===== config.mk =====
export PLATFORM = sky130hd
export DESIGN_NAME = x86_prefix_fetch_flat
export DESIGN_NICKNAME = d
export VERILOG_FILES = /design/src/rtl/x86_pkg.sv /design/src/rtl/x86_prefix_fetch_if.sv /design/src/rtl/x86_prefix_fetch.sv /design/src/flat_wrapper.sv
export SDC_FILE = /design/constraint.sdc
export NUM_CORES = 1
export LEC_CHECK = 0
export ABC_CLOCK_PERIOD_IN_PS = 2610
export BUFFER_PORTS_ARGS = -buffer_cell sky130_fd_sc_hd__buf_2
export CORE_MARGIN = 2
export CORE_UTILIZATION = 51
export CTS_CLUSTER_SIZE = 14
export DETAILED_ROUTE_END_ITERATION = 10
export PLACE_DENSITY = 0.78
export SETUP_SLACK_MARGIN = 0.4
export SLEW_MARGIN = 20
export SYNTH_ARGS = -nofsm -noshare
export SYNTH_HDL_FRONTEND = slang
export SYNTH_SLANG_ARGS = --single-unit

===== constraint.sdc =====
create_clock -name clock -period 2.61 [get_ports clock]
set_clock_uncertainty 0.05 [all_clocks]
set_input_delay 0.3915 -clock clock [delete_from_list [all_inputs] [get_ports clock]]
set_output_delay 0.3915 -clock clock [all_outputs]
set_load 0.02 [all_outputs]

===== src/rtl/x86_pkg.sv =====
// Shared definitions for the x86 prefix/opcode fetch front end: segment and
// REP encodings, prefix byte values, FSM state type, and the prefix classifier.
// Optional macro X86_PREFIX_SIZE_EN makes 0x66/0x67 operand/address-size prefixes.
package x86_pkg;

    localparam logic [1:0] SEG_ES = 2'd0;
    localparam logic [1:0] SEG_CS = 2'd1;
    localparam logic [1:0] SEG_SS = 2'd2;
    localparam logic [1:0] SEG_DS = 2'd3;

    localparam logic [1:0] REP_NONE = 2'b00;
    localparam logic [1:0] REP_NZ   = 2'b10;
    localparam logic [1:0] REP_Z    = 2'b11;

    localparam logic [7:0] PFX_ES     = 8'h26;
    localparam logic [7:0] PFX_CS     = 8'h2E;
    localparam logic [7:0] PFX_SS     = 8'h36;
    localparam logic [7:0] PFX_DS     = 8'h3E;
    localparam logic [7:0] PFX_LOCK   = 8'hF0;
    localparam logic [7:0] PFX_REPNZ  = 8'hF2;
    localparam logic [7:0] PFX_REPZ   = 8'hF3;
    localparam logic [7:0] PFX_OPSIZE = 8'h66;
    localparam logic [7:0] PFX_ADSIZE = 8'h67;
    localparam logic [7:0] ESC_0F     = 8'h0F;

    typedef enum logic [1:0] {
        S_PREFIX,
        S_ESCAPE,
        S_HOLD
    } state_t;

    typedef enum logic [2:0] {
        PC_OPCODE,
        PC_SEG,
        PC_LOCK,
        PC_REP,
        PC_OPSIZE,
        PC_ADSIZE,
        PC_ESCAPE
    } pfx_class_t;

    function automatic pfx_class_t classify(input logic [7:0] b);
        pfx_class_t c;
        case (b)
            PFX_ES, PFX_CS, PFX_SS, PFX_DS: c = PC_SEG;
            PFX_LOCK:                       c = PC_LOCK;
            PFX_REPNZ, PFX_REPZ:            c = PC_REP;
`ifdef X86_PREFIX_SIZE_EN
            PFX_OPSIZE:                     c = PC_OPSIZE;
            PFX_ADSIZE:                     c = PC_ADSIZE;
`endif
            ESC_0F:                         c = PC_ESCAPE;
            default:                        c = PC_OPCODE;
        endcase
        return c;
    endfunction

endpackage


===== src/rtl/x86_prefix_fetch_if.sv =====
// Byte-port and opcode-bundle signals of the prefix fetch unit.
// Optional macro X86_PREFIX_SIZE_EN adds op_opsize/op_adsize.
interface x86_prefix_fetch_if #(
    parameter int unsigned IP_W       = 16,
    parameter int unsigned MAX_PREFIX = 14
);
    localparam int unsigned PC_W = $clog2(MAX_PREFIX + 1);

    logic            in_valid;
    logic [7:0]      in_data;
    logic            in_ready;
    logic [IP_W-1:0] ip;
    logic            flush;
    logic [IP_W-1:0] flush_ip;
    logic            op_valid;
    logic            op_ready;
    logic [7:0]      op_code;
    logic            op_ext;
    logic            op_seg_ovr;
    logic [1:0]      op_seg;
    logic [1:0]      op_rep;
    logic            op_lock;
    logic [PC_W-1:0] op_pcnt;
    logic [IP_W-1:0] op_start_ip;
    logic            op_fault;
`ifdef X86_PREFIX_SIZE_EN
    logic            op_opsize;
    logic            op_adsize;
`endif

    // Environment side: memory byte port and execute sequencer.
    modport master (
        output in_valid, in_data, flush, flush_ip, op_ready,
        input  in_ready, ip, op_valid, op_code, op_ext, op_seg_ovr, op_seg,
               op_rep, op_lock, op_pcnt, op_start_ip, op_fault
`ifdef X86_PREFIX_SIZE_EN
        , input op_opsize, op_adsize
`endif
    );

    // Fetch unit side.
    modport slave (
        input  in_valid, in_data, flush, flush_ip, op_ready,
        output in_ready, ip, op_valid, op_code, op_ext, op_seg_ovr, op_seg,
               op_rep, op_lock, op_pcnt, op_start_ip, op_fault
`ifdef X86_PREFIX_SIZE_EN
        , output op_opsize, op_adsize
`endif
    );

endinterface


===== src/rtl/x86_prefix_fetch.sv =====
// x86 byte-stream front end: accumulates prefixes, handles the 0x0F escape,
// tracks fetch/start IP and presents one opcode bundle per instruction.
// Optional macro X86_PREFIX_SIZE_EN treats 0x66/0x67 as counted size prefixes.
module x86_prefix_fetch
    import x86_pkg::*;
#(
    parameter int unsigned          IP_W       = 16,
    parameter logic [IP_W-1:0]      RESET_IP   = IP_W'(16'h8000),
    parameter int unsigned          MAX_PREFIX = 14
) (
    input  logic               clock,
    input  logic               reset,
    x86_prefix_fetch_if.slave  bus
);

    localparam int unsigned PC_W = $clog2(MAX_PREFIX + 1);

    state_t          state;
    logic [IP_W-1:0] ip_q;
    logic [IP_W-1:0] start_ip_q;
    logic [7:0]      code_q;
    logic            ext_q;
    logic            seg_ovr_q;
    logic [1:0]      seg_q;
    logic [1:0]      rep_q;
    logic            lock_q;
    logic [PC_W-1:0] pcnt_q;
    logic            fault_q;
    logic            valid_q;
    logic            opsize_q;
    logic            adsize_q;

    logic            in_ready;
    logic            accept;
    pfx_class_t      cls;
    logic            new_instr;
    logic [PC_W-1:0] pcnt_base;
    logic            at_limit;

    // Handshake and byte classification; a byte accepted while a bundle
    // retires starts a fresh instruction with cleared accumulators.
    always_comb begin
        in_ready  = !reset && !bus.flush && (state != S_HOLD || bus.op_ready);
        accept    = bus.in_valid && in_ready;
        cls       = classify(bus.in_data);
        new_instr = (state == S_HOLD) || (pcnt_q == '0);
        pcnt_base = (state == S_HOLD) ? '0 : pcnt_q;
        at_limit  = (pcnt_base == PC_W'(MAX_PREFIX));
    end

    // Prefix/escape/hold FSM with registered bundle outputs.
    always_ff @(posedge clock) begin
        if (reset) begin
            state      <= S_PREFIX;
            ip_q       <= RESET_IP;
            start_ip_q <= '0;
            code_q     <= '0;
            ext_q      <= 1'b0;
            seg_ovr_q  <= 1'b0;
            seg_q      <= SEG_ES;
            rep_q      <= REP_NONE;
            lock_q     <= 1'b0;
            pcnt_q     <= '0;
            fault_q    <= 1'b0;
            valid_q    <= 1'b0;
            opsize_q   <= 1'b0;
            adsize_q   <= 1'b0;
        end else if (bus.flush) begin
            state      <= S_PREFIX;
            ip_q       <= bus.flush_ip;
            start_ip_q <= '0;
            code_q     <= '0;
            ext_q      <= 1'b0;
            seg_ovr_q  <= 1'b0;
            seg_q      <= SEG_ES;
            rep_q      <= REP_NONE;
            lock_q     <= 1'b0;
            pcnt_q     <= '0;
            fault_q    <= 1'b0;
            valid_q    <= 1'b0;
            opsize_q   <= 1'b0;
            adsize_q   <= 1'b0;
        end else begin
            // Retire first; any byte handled below overrides individual fields,
            // which gives bubble-free back-to-back bundles.
            if (state == S_HOLD && bus.op_ready) begin
                state     <= S_PREFIX;
                valid_q   <= 1'b0;
                ext_q     <= 1'b0;
                seg_ovr_q <= 1'b0;
                seg_q     <= SEG_ES;
                rep_q     <= REP_NONE;
                lock_q    <= 1'b0;
                pcnt_q    <= '0;
                fault_q   <= 1'b0;
                opsize_q  <= 1'b0;
                adsize_q  <= 1'b0;
            end
            if (accept) begin
                ip_q <= ip_q + 1'b1;
                if (state == S_ESCAPE) begin
                    code_q  <= bus.in_data;
                    ext_q   <= 1'b1;
                    valid_q <= 1'b1;
                    state   <= S_HOLD;
                end else begin
                    if (new_instr) begin
                        start_ip_q <= ip_q;
                    end
                    if (cls == PC_ESCAPE) begin
                        state <= S_ESCAPE;
                    end else if (cls == PC_OPCODE || at_limit) begin
                        code_q  <= bus.in_data;
                        ext_q   <= 1'b0;
                        fault_q <= (cls != PC_OPCODE);
                        valid_q <= 1'b1;
                        state   <= S_HOLD;
                    end else begin
                        pcnt_q <= pcnt_base + 1'b1;
                        case (cls)
                            PC_SEG: begin
                                seg_ovr_q <= 1'b1;
                                seg_q     <= bus.in_data[4:3];
                            end
                            PC_LOCK:   lock_q   <= 1'b1;
                            PC_REP:    rep_q    <= {1'b1, bus.in_data[0]};
                            PC_OPSIZE: opsize_q <= 1'b1;
                            PC_ADSIZE: adsize_q <= 1'b1;
                            default: ;
                        endcase
                    end
                end
            end
        end
    end

    assign bus.in_ready    = in_ready;
    assign bus.ip          = ip_q;
    assign bus.op_valid    = valid_q;
    assign bus.op_code     = code_q;
    assign bus.op_ext      = ext_q;
    assign bus.op_seg_ovr  = seg_ovr_q;
    assign bus.op_seg      = seg_q;
    assign bus.op_rep      = rep_q;
    assign bus.op_lock     = lock_q;
    assign bus.op_pcnt     = pcnt_q;
    assign bus.op_start_ip = start_ip_q;
    assign bus.op_fault    = fault_q;
`ifdef X86_PREFIX_SIZE_EN
    assign bus.op_opsize   = opsize_q;
    assign bus.op_adsize   = adsize_q;
`else
    logic unused_size;
    assign unused_size = opsize_q ^ adsize_q;
`endif

endmodule

===== src/flat_wrapper.sv =====
// flat-port wrapper written by rule: the top's interface ports become plain ports
module x86_prefix_fetch_flat import x86_pkg::*;
#(
    parameter int unsigned          IP_W       = 16,
    parameter logic [IP_W-1:0]      RESET_IP   = IP_W'(16'h8000),
    parameter int unsigned          MAX_PREFIX = 14
)
  (clock, reset, bus_in_valid, bus_in_data, bus_flush, bus_flush_ip, bus_op_ready, bus_in_ready, bus_ip, bus_op_valid, bus_op_code, bus_op_ext, bus_op_seg_ovr, bus_op_seg, bus_op_rep, bus_op_lock, bus_op_pcnt, bus_op_start_ip, bus_op_fault);
  x86_prefix_fetch_if #(.IP_W(IP_W), .MAX_PREFIX(MAX_PREFIX)) bus_i ();
  input  logic clock;
  input  logic reset;
  input wire logic [$bits(bus_i.in_valid)-1:0] bus_in_valid;
  input wire logic [$bits(bus_i.in_data)-1:0] bus_in_data;
  input wire logic [$bits(bus_i.flush)-1:0] bus_flush;
  input wire logic [$bits(bus_i.flush_ip)-1:0] bus_flush_ip;
  input wire logic [$bits(bus_i.op_ready)-1:0] bus_op_ready;
  output wire logic [$bits(bus_i.in_ready)-1:0] bus_in_ready;
  output wire logic [$bits(bus_i.ip)-1:0] bus_ip;
  output wire logic [$bits(bus_i.op_valid)-1:0] bus_op_valid;
  output wire logic [$bits(bus_i.op_code)-1:0] bus_op_code;
  output wire logic [$bits(bus_i.op_ext)-1:0] bus_op_ext;
  output wire logic [$bits(bus_i.op_seg_ovr)-1:0] bus_op_seg_ovr;
  output wire logic [$bits(bus_i.op_seg)-1:0] bus_op_seg;
  output wire logic [$bits(bus_i.op_rep)-1:0] bus_op_rep;
  output wire logic [$bits(bus_i.op_lock)-1:0] bus_op_lock;
  output wire logic [$bits(bus_i.op_pcnt)-1:0] bus_op_pcnt;
  output wire logic [$bits(bus_i.op_start_ip)-1:0] bus_op_start_ip;
  output wire logic [$bits(bus_i.op_fault)-1:0] bus_op_fault;
  assign bus_i.in_valid = bus_in_valid;
  assign bus_i.in_data = bus_in_data;
  assign bus_i.flush = bus_flush;
  assign bus_i.flush_ip = bus_flush_ip;
  assign bus_i.op_ready = bus_op_ready;
  assign bus_in_ready = bus_i.in_ready;
  assign bus_ip = bus_i.ip;
  assign bus_op_valid = bus_i.op_valid;
  assign bus_op_code = bus_i.op_code;
  assign bus_op_ext = bus_i.op_ext;
  assign bus_op_seg_ovr = bus_i.op_seg_ovr;
  assign bus_op_seg = bus_i.op_seg;
  assign bus_op_rep = bus_i.op_rep;
  assign bus_op_lock = bus_i.op_lock;
  assign bus_op_pcnt = bus_i.op_pcnt;
  assign bus_op_start_ip = bus_i.op_start_ip;
  assign bus_op_fault = bus_i.op_fault;
  x86_prefix_fetch #(.IP_W(IP_W), .RESET_IP(RESET_IP), .MAX_PREFIX(MAX_PREFIX)) u_core (.clock(clock), .reset(reset), .bus(bus_i));
endmodule

**Word-level counts from Yosys, hierarchy flattened**

Index checks and enable logic that the tools add are counted.

- Memory bits (writable): 0
- Output and inout port bits: 54
- Register bits: 55
- Input bits: 29
- Word-level logic and storage cells: 107
- Memories: 0
- Memory bits (read-only): 0
- Bits in latches: 0

- Reductions and logical operators: 19
- Bitwise operators: 1
- Add/subtract/negate cells: 2
- Magnitude comparators: 0
- $mul: 0
- Shift operators: 0
- Muxes and demuxes: 56
- Divide/modulo/power cells: 0
- Equal/unequal tests: 17

Operator list:

| operator | number |
|---|---|
| 2-bit two-way mux | 17 |
| 8-bit by 6-bit equality test with 1-bit output, second input constant | 4 |
| 16-bit two-way mux | 2 |
| 1-bit two-way mux | 27 |
| 8-bit equality test, second input constant | 3 |
| 4-bit two-way mux | 6 |
| 8-bit two-way mux | 3 |
| 16-bit by 1-bit adder with 16-bit output, second input constant | 1 |
| 3-bit one-hot mux with 4 select lines | 1 |
| 8-bit by 4-bit equality test with 1-bit output, second input constant | 1 |
| 3-bit by 2-bit equality test with 1-bit output, second input constant | 2 |
| 3-bit AND reduction | 2 |
| 4-bit by 1-bit adder with 4-bit output, second input constant | 1 |
| 4-bit equality test, second input constant | 1 |
| 1-bit logical AND | 4 |
| 4-bit logical NOT | 1 |
| 2-bit nonzero test | 2 |
| 2-bit OR reduction | 2 |
| 4-bit OR reduction | 1 |
| 3-bit by 1-bit equality test with 1-bit output, second input constant | 1 |
| 3-bit equality test, second input constant | 1 |
| 3-bit logical NOT | 1 |
| 1-bit logical OR | 3 |
| 3-bit nonzero test | 1 |
| other kinds (6) | 7 |

**Longest topological paths before layout**

Gate-level depths: netlist of the first run.

- Depth in word-level cells: 9
- Gate-level depth with buffers: 9
- Depth with buffers taken out: 7

**Worst setup path after synthesis of the first run**

No wires, ideal clock.

- Path type: reg-to-reg
- From: reg u_core.state[0]
- To: reg u_core.code_q[0] (netlist: u_core.bus.op_code[0])
- Cell stages (with the launch flop): 10
- Path buffers: 2
- Data required time: 2.488 ns
- Arrival: 1.869 ns
- Setup time: 0.072 ns
- Period minus slack after synthesis: 1.991 ns
- Setup slack: 0.619 ns
- Path through: dfxtp_1 > clkbuf_1 > nand2b_1 > and2_1 > ha_1 > nand4_1 > o41ai_2 > a31oi_1 > buf_4 > mux2i_1

- Cells in the longest elaborated chain, start to end: 6
- Elaborated cells between the ends (all ways): 13
- Those cells by class: eq/ne: 5; mux: 2; reduce/logical: 6

Ends and longest elaborated chain:

| element | RTL line | RTL |
|---|---|---|
| from (decl) | x86_prefix_fetch.sv:18 | `state_t state;` |
| from (signal assigned) | x86_prefix_fetch.sv:54 | `state <= S_PREFIX;` |
| from (signal assigned) | x86_prefix_fetch.sv:69 | `state <= S_PREFIX;` |
| from (signal assigned) | x86_prefix_fetch.sv:87 | `state <= S_PREFIX;` |
| 2-bit equality test | x86_prefix_fetch.sv:47 | `pcnt_base = (state == S_HOLD) ? '0 : pcnt_q;` |
| 4-bit two-way mux | x86_prefix_fetch.sv:47 |  |
| 4-bit equality test | x86_prefix_fetch.sv:48 | `at_limit = (pcnt_base == PC_W'(MAX_PREFIX));` |
| 1-bit logical OR | x86_prefix_fetch.sv:112 | `end else if (cls == PC_OPCODE \|\| at_limit) begin` |
| 2-bit nonzero test (no line) | n/a |  |
| 3-bit AND reduction (no line) | n/a |  |
| to (signal assigned) | x86_prefix_fetch.sv:102 | `code_q <= bus.in_data;` |
| to (signal assigned) | x86_prefix_fetch.sv:113 | `code_q <= bus.in_data;` |
| to (decl) | x86_prefix_fetch.sv:21 | `logic [7:0] code_q;` |

Parallel ways exist; a longest one is shown, timed or not.
A chain may end at the register's enable or synchronous reset.

**Worst setup path in the final report of the first run**

- From: reg u_core.state[0]
- To: reg u_core.code_q[5] (netlist: u_core.bus.op_code[5])

The elaborated chain is that of the path after synthesis.

==> qor_table.md, run 1 <==
| Step | Quantity | This run |
|---|---|---|
| status | Outcome | complete, no violations |
| synthesis | Share of the synthesized area in the top cell type | 41.5% |
| final layout | Seq. cell area | 1100 µm² |
| clock tree | Maximum count of clock buffers along a single path | 2 |
| detailed routing | Via density | 5.45 |
| worst setup path | Kind of end point of the critical path | flop |
| clock tree | CTS sink count | 55 |
| floorplanning | Number of placement rows | 26 |
| clock tree | Reg clk slew, reported paths | 0.10 ns |
| detailed routing | Drt total wl | 6080 µm |
| floorplanning | I/O pin total | 83 |
| synthesis | Primary flip-flop cell chosen by synthesis mapping | sky130_fd_sc_hd__dfxtp_1 |
| placement | Worst Setup Slack post-DPL | 0.255 ns |
| power and ir drop | Worst voltage drop across the vdd grid | 276 µV |
| final layout | Area of the multi-input gates | 1460 µm² |
| final layout | Filler cells | 461 |
| sta | Maximum operating frequency | 0.482 GHz |
| detailed routing | Remaining DRCs | 0 |
| clock tree | Clock buffers created by TritonCTS | 5 |
| global routing | Wire length of the first global-routing pass | 9920 µm |
| power and ir drop | Static leakage | 0.00157 µW |
| synthesis | Async SR Flop Fraction | 0% |
| worst setup path | Worst r2r src | u_core.state[0] |
| sta | Final setup violation count | 0 |
| worst setup path | End of the worst register-to-register path | u_core.bus.op_code[5] |
| detailed routing | Violation count after the first detailed-route iteration | 114 |
| sta | Final sum of negative setup slack | 0 ns |
| clock tree | Latest clock arrival within the worst-skew pair | 0.31 ns |
| synthesis | Synthesized area divided by synthesized cell count | 8.79 µm² |
| placement | Routability congestion estimate from global placement | 0.766 |
| synthesis | Number of distinct library cells after synthesis | 49 |
| synthesis | Number of enable-type register cells in the synthesized netlist | 0 |
| sta | Fin. max-slew vios | 0 |
| final layout | Layout cell share with drive strength beyond 1 | 29.2% |
| sta | Max transition margin | 50.8% |
| final layout | Final core area utilization | 63.5% |
| synthesis | Gate count after technology mapping | 302 |
| final layout | Number of antenna repair diodes | 0 |
| worst setup path | Delay of the slowest cell on the worst path | 0.37 ns |
| synthesis | Dominant cell type by area after synthesis | sky130_fd_sc_hd__dfxtp_1 |
| global routing | Total global-route track usage | 20.4% |
| flow run | MaxCap Viol Count | 0 |
| global routing | Initial antenna violation count | 0 |
| worst setup path | Setup slack of the most critical reg-to-reg path | 0.54 ns |
| sta | Setup repair after global routing missed its margin | false |
| hold path | Hold-critical path depth | 3 |
| final layout | Area added between synthesis and finish | 21.5% |
| worst setup path | Worst path arrival time | 2.27 ns |
| synthesis | Syn nets | 334 |
| hold path | Type of the tightest min-delay check | primary input to flop |
| power and ir drop | Power per Cell Area | 477 nW/µm² |
| worst setup path | FF-to-FF path depth | 8 |
| global routing | Largest net degree at the start of global routing | 27 |
| sta | Final critical-path share of the clock period | 79.5% |
| detailed routing | Number of detailed-route iterations in the first pass | 4 |
| synthesis | Cell types occupying the most area after synthesis | sky130_fd_sc_hd__dfxtp_1 41%, sky130_fd_sc_hd__mux2i_1 11%, sky130_fd_sc_hd__nand2_1 4.8% |
| sta | Post-route setup slack | 0.536 ns |
| detailed routing | Post-route antenna net violation count | 0 |
| clock tree | CTS Hold Bufs | 0 |
| hold path | Endpoint of the worst hold path | u_core.bus.ip[1] |
| final layout | Final net count | 415 |
| synthesis | Number of register bits inferred by synthesis | 55 |
| final layout | Summed area of non-filler cells in the final layout | 3220 µm² |
| clock tree | Clock Tree Root | sky130_fd_sc_hd__clkbuf_8 |
| worst setup path | Critical Path Slowest Stage Cell | sky130_fd_sc_hd__dfxtp_2 |
| sta | Final Hold Vio Count | 0 |
| worst setup path | Cell-by-cell listing of the critical path | nand2b_1 -> and2_1 -> ha_1 -> nand4_1 -> o41ai_2 -> a31oi_1 -> buf_4 -> mux2i_1 |
| synthesis | Seq/Total Area, Yosys | 41.5% |
| detailed routing | Total via count in the routed design | 2468 |
| floorplanning | Initial core utilization | 52.3% |
| placement | Placed wire-length estimate after detailed placement | 4370 µm |
| worst setup path | Largest fanout on the critical path | 10 |
| floorplanning | Vert. Die Dim | 76.1 µm |
| floorplanning | Floorplan die area | 5800 µm² |
| synthesis | Cell area after technology mapping | 2650 µm² |
| global routing | Global-route congestion overflow total | 0 |
| sta | Clock period minus final worst setup slack | 2.07 ns |
| sta | Transition time of the tightest slew-check pin | 0.735 ns |
| synthesis | Number of warnings issued by yosys | 0 |
| detailed routing | Average wire length per cell after detail routing | 13.4 µm |
| clock tree | CTS tree | built |
| floorplanning | Area of the core region | 5070 µm² |
| worst setup path | Type of origin of the critical path | flop |
| clock tree | Number of levels in the clock H-tree | 2 |
| placement | Port-buffer cells | 82 |
| worst setup path | Req. time, crit path | 2.80 ns |
| hold path | Start point of the worst min-delay path | bus_flush_ip[1] |
| floorplanning | Width of the die | 76.1 µm |
| worst setup path | Path type of the worst setup path | flop to flop |
| global routing | Vias in the first global route | 2182 |
| placement | Post-Place Cell Area | 3110 µm² |
[logic make-up (layout without fill, tap and decap cells)]
family	after synthesis	after routing	synth area share, %
AOI/OAI and AO/OA	56	56	13.3
xor gates and xnor gates	1	1	0.330
adders and majority gates	3	3	1.41
buffers and inverters	21	102	4.01
DFF	55	55	41.5
muxes	32	32	12.2
and+or+nand+nor	134	134	27.2
[sequential cells by signal, summed over array words and instances, names as in the netlist]
signal	cells
u_core.bus.op_seg_ovr	1
u_core.bus.op_valid	1
u_core.bus.op_code	8
u_core.bus.ip	16
u_core.bus.op_pcnt	4
u_core.bus.op_ext	1
u_core.state	2
u_core.bus.op_rep	2
u_core.bus.op_lock	1
u_core.bus.op_seg	2
u_core.bus.op_fault	1
u_core.bus.op_start_ip	16
[report_power, final]
part,switching (µW),internal (µW)
clock network,265,209
logic,110,72.0
registers,25.0,858
total,399,1140
[how the worst max path moves through the flow]
| stage | cells past startpoint | startpoint | slack, ns | end |
|---|---|---|---|---|
| floorplan | 9 | u_core.state[0] | 0.62 | u_core.bus.op_code[0] |
| global placement | 6 | bus_flush | 0.34 | u_core.bus.op_start_ip[1] |
| detailed placement | 6 | bus_flush | 0.25 | u_core.bus.op_start_ip[0] |
| CTS | 8 | u_core.state[0] | 0.46 | u_core.bus.op_code[5] |
| global route | 8 | u_core.state[0] | 0.41 | u_core.bus.op_code[0] |
| finish | 8 | u_core.state[0] | 0.54 | u_core.bus.op_code[5] |
[Yosys cell counts, types with 3 or more instances]
library cell	n
sky130_fd_sc_hd__nand2b_1	4
sky130_fd_sc_hd__clkbuf_1	10
sky130_fd_sc_hd__nor3_1	4
sky130_fd_sc_hd__and3_1	3
sky130_fd_sc_hd__mux2_2	3
sky130_fd_sc_hd__nand4_1	8
sky130_fd_sc_hd__buf_4	3
sky130_fd_sc_hd__or4_1	4
sky130_fd_sc_hd__a32oi_1	3
sky130_fd_sc_hd__a31oi_1	8
sky130_fd_sc_hd__ha_1	3
sky130_fd_sc_hd__o21ai_0	11
sky130_fd_sc_hd__nand2_1	34
sky130_fd_sc_hd__mux2i_1	29
sky130_fd_sc_hd__nor2_1	34
sky130_fd_sc_hd__inv_1	5
sky130_fd_sc_hd__nand3b_1	3
sky130_fd_sc_hd__nor2b_1	4
sky130_fd_sc_hd__a21oi_1	23
sky130_fd_sc_hd__nand3_1	16
sky130_fd_sc_hd__dfxtp_1	55
[worst max-delay path: cells and delay by family, from the launching register on]
kind,cells,cell delay [ns]
AND/OR/NAND/NOR,3,0.64
flip-flops,1,0.37
AO/OA/AOI/OAI,2,0.34
buffers and inverters,1,0.23
multiplexers,1,0.20
adder cells (fa/ha/maj),1,0.19
[cells in the final DEF, fill, tap and decap left out, drive strengths merged, types with 3 or more instances in the layout]
master	n
buf	90
dfxtp	55
nor2	35
nand2	34
mux2i	29
a21oi	23
nand3	16
o21ai	11
nand4	9
a31oi	8
clkbuf	6
inv	5
nand2b	4
or4	4
nor2b	4
nor3	4
nand3b	3
and3	3
a32oi	3
mux2	3
ha	3
nor3b	3
[layer usage]
metal	vias up	global-route usage, %	routed length [µm]
met5	-	0	0
met1	1149	25.1	2770
met3	4	4.50	347
met2	63	36.3	2930
li1	1252	-	-
met4	0	5.09	42
[timing repair]
item	4_1_cts	5_1_grt
gates resized for setup	0	2
setup endpoints to repair	0	12
buffers inserted	0	2
[metrics by stage]
step                power (µW)  instances  hold slack [ns]
finish                    1540        453            0.271
global route              1600        453            0.281
CTS                       1550        451            0.269
detailed placement        1080        444            0.400
global placement          1080        444            0.391
floorplan                 1010        302            0.480
[final cells by class]
type	count	share of cell area [%]
Timing Repair Buffer	90	14.6
Clock inverter	1	0.155
Tap cell	70	2.72
Sequential cell	55	34.2
Multi-Input combinational cell	226	45.1
Inverter	5	0.582
Clock buffer	6	2.56
No activity file was read; power rests on OpenSTA's default activity.
==> inputs of run 2 (changes only) <==
--- a/config.mk
+++ b/config.mk
@@ -5,7 +5,7 @@
 export SDC_FILE = /design/constraint.sdc
 export NUM_CORES = 1
 export LEC_CHECK = 0
-export ABC_CLOCK_PERIOD_IN_PS = 2610
+export ABC_CLOCK_PERIOD_IN_PS = 2060
 export BUFFER_PORTS_ARGS = -buffer_cell sky130_fd_sc_hd__buf_2
 export CORE_MARGIN = 2
 export CORE_UTILIZATION = 51
==> constraint.sdc (replaced) <==
create_clock -name clock -period 2.06 [get_ports clock]
set_clock_uncertainty 0.05 [all_clocks]
set_input_delay 0.309 -clock clock [delete_from_list [all_inputs] [get_ports clock]]
set_output_delay 0.309 -clock clock [all_outputs]
set_load 0.02 [all_outputs]
==> qor_table.md, run 2 (same netlist as run 1, synthesis figures left out) <==
| Step | Quantity | This run |
|---|---|---|
| status | Outcome | complete, no violations |
| placement | Placed wire-length estimate after detailed placement | 4820 µm |
| sta | Maximum operating frequency | 0.560 GHz |
| clock tree | Latest clock arrival within the worst-skew pair | 0.31 ns |
| detailed routing | Post-route antenna net violation count | 0 |
| detailed routing | Average wire length per cell after detail routing | 15.9 µm |
| global routing | Global-route congestion overflow total | 0 |
| sta | Final critical-path share of the clock period | 86.7% |
| sta | Final Hold Vio Count | 0 |
| clock tree | Clock buffers created by TritonCTS | 5 |
| floorplanning | Area of the core region | 5070 µm² |
| clock tree | Reg clk slew, reported paths | 0.10 ns |
| worst setup path | Largest fanout on the critical path | 5 |
| sta | Fin Hold WS | 0.184 ns |
| worst setup path | Delay of the slowest cell on the worst path | 0.34 ns |
| floorplanning | Initial core utilization | 52.3% |
| detailed routing | Number of detailed-route iterations in the first pass | 4 |
| floorplanning | Width of the die | 76.1 µm |
| sta | Clock period minus final worst setup slack | 1.79 ns |
| worst setup path | Critical Path Slowest Stage Cell | sky130_fd_sc_hd__dfxtp_2 |
| sta | Transition time of the tightest slew-check pin | 0.586 ns |
| final layout | Layout cell share with drive strength beyond 1 | 46.9% |
| sta | Post-route setup slack | 0.274 ns |
| clock tree | CTS Hold Bufs | 0 |
| floorplanning | I/O pin total | 83 |
| global routing | Largest net degree at the start of global routing | 27 |
| detailed routing | Violation count after the first detailed-route iteration | 273 |
| flow run | MaxCap Viol Count | 0 |
| worst setup path | Cell-by-cell listing of the critical path | nand2b_4 -> and2_4 -> ha_4 -> nand4_1 -> buf_4 -> buf_6 -> o41ai_4 -> o311a_1 |
| final layout | Area added between synthesis and finish | 45.0% |
| placement | Port-buffer cells | 82 |
| floorplanning | Vert. Die Dim | 76.1 µm |
| worst setup path | Type of origin of the critical path | flop |
| sta | Fin. max-slew vios | 0 |
| placement | Routability congestion estimate from global placement | 0.849 |
| global routing | Wire length of the first global-routing pass | 12600 µm |
| global routing | Initial antenna violation count | 0 |
| worst setup path | WP buf/inv | 2 |
| placement | Worst Setup Slack post-DPL | -0.0985 ns |
| sta | Max transition margin | 60.8% |
| floorplanning | Number of placement rows | 26 |
| detailed routing | Via density | 5.70 |
| global routing | Vias in the first global route | 2585 |
| worst setup path | Kind of end point of the critical path | flop |
| worst setup path | Path type of the worst setup path | flop to flop |
| clock tree | Clock Tree Root | sky130_fd_sc_hd__clkbuf_8 |
| clock tree | Maximum count of clock buffers along a single path | 2 |
| clock tree | Number of levels in the clock H-tree | 2 |
| detailed routing | Drt total wl | 7780 µm |
| power and ir drop | Worst voltage drop across the vdd grid | 352 µV |
| final layout | Final core area utilization | 75.8% |
| worst setup path | Req. time, crit path | 2.26 ns |
| detailed routing | Remaining DRCs | 0 |
| final layout | Commonest non-fill, non-tap cells in the layout | 82 x sky130_fd_sc_hd__buf_2, 41 x sky130_fd_sc_hd__dfxtp_1, 32 x sky130_fd_sc_hd__nand2_1 |
| final layout | Most common cell after layout, fill and taps aside | sky130_fd_sc_hd__buf_2 |
| power and ir drop | Power per Cell Area | 539 nW/µm² |
| final layout | Final net count | 449 |
| power and ir drop | Static leakage | 0.00177 µW |
| hold path | Type of the tightest min-delay check | primary input to flop |
| worst setup path | Worst path arrival time | 1.99 ns |
| worst setup path | Top cell family by delay on the critical path | compound AO/OA/AOI/OAI gates |
| final layout | Number of antenna repair diodes | 0 |
| global routing | Total global-route track usage | 26.4% |
| clock tree | CTS sink count | 55 |
| sta | Setup repair after global routing missed its margin | true |
| detailed routing | Total via count in the routed design | 2784 |
| clock tree | CTS tree | built |
| floorplanning | Floorplan die area | 5800 µm² |
| sta | Final setup violation count | 0 |
-- run 2: cell count changes in the layout (fill, tap and decap cells not counted), moves of 4 or more --
| cell | change |
|---|---|
| sky130_fd_sc_hd__a21oi_1 | -6 |
| sky130_fd_sc_hd__a21oi_2 | +6 |
| sky130_fd_sc_hd__buf_4 | +15 |
| sky130_fd_sc_hd__buf_6 | +14 |
| sky130_fd_sc_hd__dfxtp_1 | -12 |
| sky130_fd_sc_hd__dfxtp_2 | +8 |
| sky130_fd_sc_hd__dfxtp_4 | +4 |
| sky130_fd_sc_hd__nand3_1 | -5 |
| sky130_fd_sc_hd__nand3_2 | +4 |
| sky130_fd_sc_hd__nor2_1 | -4 |
| sky130_fd_sc_hd__nor2_4 | +5 |
| sky130_fd_sc_hd__o21ai_0 | -11 |
| sky130_fd_sc_hd__o21ai_1 | +9 |
-- run 2: stage by stage --
| step | total power, µW | std cells | area (µm²) | TNS, ns |
|---|---|---|---|---|
| final | 2070 | 488 | 3850 | 0 |
| after global routing | 2150 | 488 | 3850 | 0 |
| after CTS | 2040 | 482 | 3640 | 0 |
| after detailed placement | 1390 | 455 | 3260 | -0.584 |
| after global placement | 1390 | 455 | 3260 | -0.796 |
| after floorplan | 1300 | 302 | 2750 | 0 |
-- run 2: layout make-up --
class,count,area [µm²]
multi-input combinational,228,1710
timing repair buffer,122,808
clock buffer,6,82.6
inverter,5,18.8
sequential,55,1130
fill,373,1230
tap,70,87.6
clock inverter,2,16.3
-- run 2: metal layers --
| metal | GRT usage [%] | vias to the layer above | wire, µm |
|---|---|---|---|
| li1 | - | 1328 | - |
| met1 | 32.0 | 1328 | 3180 |
| met2 | 46.1 | 114 | 3980 |
| met3 | 5.57 | 14 | 468 |
| met4 | 9.82 | 0 | 155 |
| met5 | 0 | - | 0 |
-- run 2: timing repair --
item	CTS	global route
gates cloned	3	1
resized for setup	30	50
endpoints found under the setup margin	45	56
setup buffers	16	5
pin swaps	16	22
-- run 2: power by group --
| group | leakage (µW) | total [µW] | internal (µW) | switching (µW) |
|---|---|---|---|---|
| logic | 0.00127 | 308 | 135 | 173 |
| registers | 0.000453 | 1120 | 1090 | 34.1 |
| clock network | 0.0000474 | 644 | 275 | 368 |
| total | 0.00177 | 2070 | 1500 | 576 |
-- run 2: worst paths after layout --
kind	from	endpoint	slack, ns	depth (start not counted)
setup / recovery	u_core.state[0]	u_core.bus.op_fault	0.27	8
hold / removal	bus_flush_ip[8]	u_core.bus.ip[8]	0.18	3
setup reg to reg	u_core.state[0]	u_core.bus.op_fault	0.27	8
hold reg to reg	u_core.bus.op_code[2]	u_core.bus.op_code[2]	0.42	2
-- run 2: worst register-to-register path: stages (launching register included) --
cell	delay [ns]
sky130_fd_sc_hd__dfxtp_2	0.34
sky130_fd_sc_hd__nand2b_4	0.13
sky130_fd_sc_hd__and2_4	0.15
sky130_fd_sc_hd__ha_4	0.11
sky130_fd_sc_hd__nand4_1	0.15
sky130_fd_sc_hd__buf_4	0.19
sky130_fd_sc_hd__buf_6	0.13
sky130_fd_sc_hd__o41ai_4	0.24
sky130_fd_sc_hd__o311a_1	0.23
==> inputs of run 3 (changes only) <==
--- a/config.mk
+++ b/config.mk
@@ -11,6 +11,8 @@
 export CORE_UTILIZATION = 51
 export CTS_CLUSTER_SIZE = 14
 export DETAILED_ROUTE_END_ITERATION = 10
+export GPL_TIMING_DRIVEN = 0
+export MAX_ROUTING_LAYER = met4
 export PLACE_DENSITY = 0.78
 export SETUP_SLACK_MARGIN = 0.4
 export SLEW_MARGIN = 20
==> qor_table.md, run 3 (same netlist as run 1, synthesis figures left out) <==
| Step | Quantity | This run |
|---|---|---|
| global routing | Global-route congestion overflow total | 0 |
| clock tree | Reg clk slew, reported paths | 0.11 ns |
| floorplanning | Initial core utilization | 52.3% |
| floorplanning | Number of placement rows | 26 |
| final layout | Area of the multi-input gates | 1740 µm² |
| final layout | Filler cells | 339 |
| power and ir drop | Static leakage | 0.00184 µW |
| power and ir drop | Power per Cell Area | 558 nW/µm² |
| floorplanning | Area of the core region | 5070 µm² |
| global routing | Wire length of the first global-routing pass | 13000 µm |
| power and ir drop | Overall power of the completed layout | 2230 µW |
| final layout | Number of antenna repair diodes | 0 |
| global routing | Total global-route track usage | 28.5% |
| clock tree | Latest clock arrival within the worst-skew pair | 0.32 ns |
| worst setup path | Type of origin of the critical path | flop |
| clock tree | Clock buffers created by TritonCTS | 5 |
| final layout | Seq. cell area | 1110 µm² |
| worst setup path | FF-to-FF path depth | 11 |
| worst setup path | Last element of the critical path | u_core.bus.ip[2] |
| worst setup path | Path type of the worst setup path | flop to flop |
| detailed routing | Violation count after the first detailed-route iteration | 240 |
| flow run | MaxCap Viol Count | 0 |
| global routing | Largest net degree at the start of global routing | 19 |
| detailed routing | Average wire length per cell after detail routing | 17.7 µm |
| global routing | Vias in the first global route | 2737 |
| worst setup path | End of the worst register-to-register path | u_core.bus.ip[2] |
| sta | Setup repair after global routing missed its margin | true |
| clock tree | Number of levels in the clock H-tree | 2 |
| sta | Final sum of negative setup slack | 0 ns |
| sta | Maximum operating frequency | 0.503 GHz |
| global routing | Initial antenna violation count | 0 |
| clock tree | CTS tree | built |
| worst setup path | Setup slack of the most critical reg-to-reg path | 0.07 ns |
| final layout | Commonest non-fill, non-tap cells in the layout | 80 x sky130_fd_sc_hd__buf_2, 46 x sky130_fd_sc_hd__dfxtp_1, 33 x sky130_fd_sc_hd__nand2_1 |
| sta | Clock period minus final worst setup slack | 1.99 ns |
| final layout | Summed area of non-filler cells in the final layout | 4000 µm² |
| worst setup path | Worst r2r src | u_core.state[0] |
| sta | Final setup violation count | 0 |
| sta | Transition time of the tightest slew-check pin | 0.652 ns |
| floorplanning | Floorplan die area | 5800 µm² |
| placement | Routability congestion estimate from global placement | 0.865 |
| floorplanning | Width of the die | 76.1 µm |
| placement | Port-buffer cells | 81 |
| detailed routing | Number of detailed-route iterations in the first pass | 4 |
| clock tree | Maximum count of clock buffers along a single path | 2 |
| detailed routing | Total via count in the routed design | 2930 |
| detailed routing | Met2 routed WL | 4600 µm |
| final layout | Most common cell after layout, fill and taps aside | sky130_fd_sc_hd__buf_2 |
| clock tree | Clock Tree Root | sky130_fd_sc_hd__clkbuf_8 |
| detailed routing | Length of routed met3 wiring | 672 µm |
| final layout | Area added between synthesis and finish | 50.6% |
| placement | Post-Place Cell Area | 3240 µm² |
| sta | Fin Hold WS | 0.134 ns |
| detailed routing | Met1 Routed Length | 3280 µm |
| clock tree | CTS sink count | 55 |
| detailed routing | Post-route antenna net violation count | 0 |
| worst setup path | Worst path arrival time | 2.15 ns |
| floorplanning | I/O pin total | 83 |
| worst setup path | Largest fanout on the critical path | 5 |
| sta | Final critical-path share of the clock period | 96.6% |
| placement | Placed wire-length estimate after detailed placement | 4920 µm |
| hold path | Type of the tightest min-delay check | primary input to flop |
| detailed routing | Via density | 5.90 |
| power and ir drop | Worst voltage drop across the vdd grid | 453 µV |
| detailed routing | Uppermost signal routing layer after detailed routing | met4 |
| detailed routing | Remaining DRCs | 0 |
| final layout | Layout cell share with drive strength beyond 1 | 46.6% |
| hold path | Hold-critical path depth | 2 |
| final layout | Final net count | 458 |
| sta | Fin. max-slew vios | 0 |
| sta | Final Hold Vio Count | 0 |
| status | Outcome | complete, no violations |
| floorplanning | Vert. Die Dim | 76.1 µm |
| sta | Max transition margin | 56.5% |
| worst setup path | Worst setup path start | u_core.state[0] |
| worst setup path | Req. time, crit path | 2.22 ns |
| detailed routing | Drt total wl | 8800 µm |
| worst setup path | Kind of end point of the critical path | flop |
-- run 3: layout make-up --
| type | instances | share of cell area, % |
|---|---|---|
| Clock buffer | 5 | 1.72 |
| Clock inverter | 3 | 1.19 |
| Multi-Input combinational cell | 227 | 43.4 |
| Sequential cell | 55 | 27.9 |
| Inverter | 5 | 0.470 |
| Tap cell | 70 | 2.19 |
| Buffer | 16 | 3.51 |
| Timing Repair Buffer | 116 | 19.6 |
-- run 3: power breakdown --
part / internal [µW] / switching [µW] / total [µW]
sequential: 1090 / 39.9 / 1130
clock: 370 / 402 / 771
combinational: 147 / 182 / 329
-- run 3: metal layers --
metal  vias up  GRT usage (%)
met1      1400           31.3
met2       154           50.0
met5         -              -
met3        28           5.69
met4         0           12.9
li1       1348              -
-- run 3: worst max-delay path: stages (launching register included) --
cell                      delay, ns
sky130_fd_sc_hd__dfxtp_2       0.34
sky130_fd_sc_hd__buf_8         0.11
sky130_fd_sc_hd__buf_4         0.13
sky130_fd_sc_hd__buf_6         0.11
sky130_fd_sc_hd__nor3b_4       0.29
sky130_fd_sc_hd__or2_1         0.18
sky130_fd_sc_hd__buf_6         0.15
sky130_fd_sc_hd__buf_12        0.11
sky130_fd_sc_hd__buf_16        0.11
sky130_fd_sc_hd__nor2_2        0.04
sky130_fd_sc_hd__o21ai_1       0.16
sky130_fd_sc_hd__a21oi_1       0.10
-- run 3: worst min path at each step --
stage                     startpoint               endpoint
2_1_floorplan         bus_in_data[1]  u_core.bus.op_code[1]
3_3_place_gp     u_core.bus.op_valid    u_core.bus.op_valid
3_5_place_dp   u_core.bus.op_code[2]  u_core.bus.op_code[2]
4_1_cts                        reset      u_core.bus.ip[12]
5_1_grt                        reset      u_core.bus.ip[12]
6_report                       reset       u_core.bus.ip[4]
-- run 3: timing repair --
| action | in CTS | in global routing |
|---|---|---|
| cloned | 5 | 0 |
| pin swaps | 17 | 24 |
| setup buffers | 20 | 11 |
| hold buffers | 0 | 0 |
| resized for setup | 49 | 40 |
| endpoints found under the setup margin | 53 | 56 |
-- run 3: per-stage QoR --
step | util, % | instances | setup slack (ns)
after floorplan | - | 302 | 0.235
after global placement | 63.9 | 453 | -0.0464
after detailed placement | 63.9 | 453 | -0.124
after CTS | 74.2 | 486 | 0.154
after global routing | 78.7 | 497 | 0.000970
final | 78.7 | 497 | 0.0703
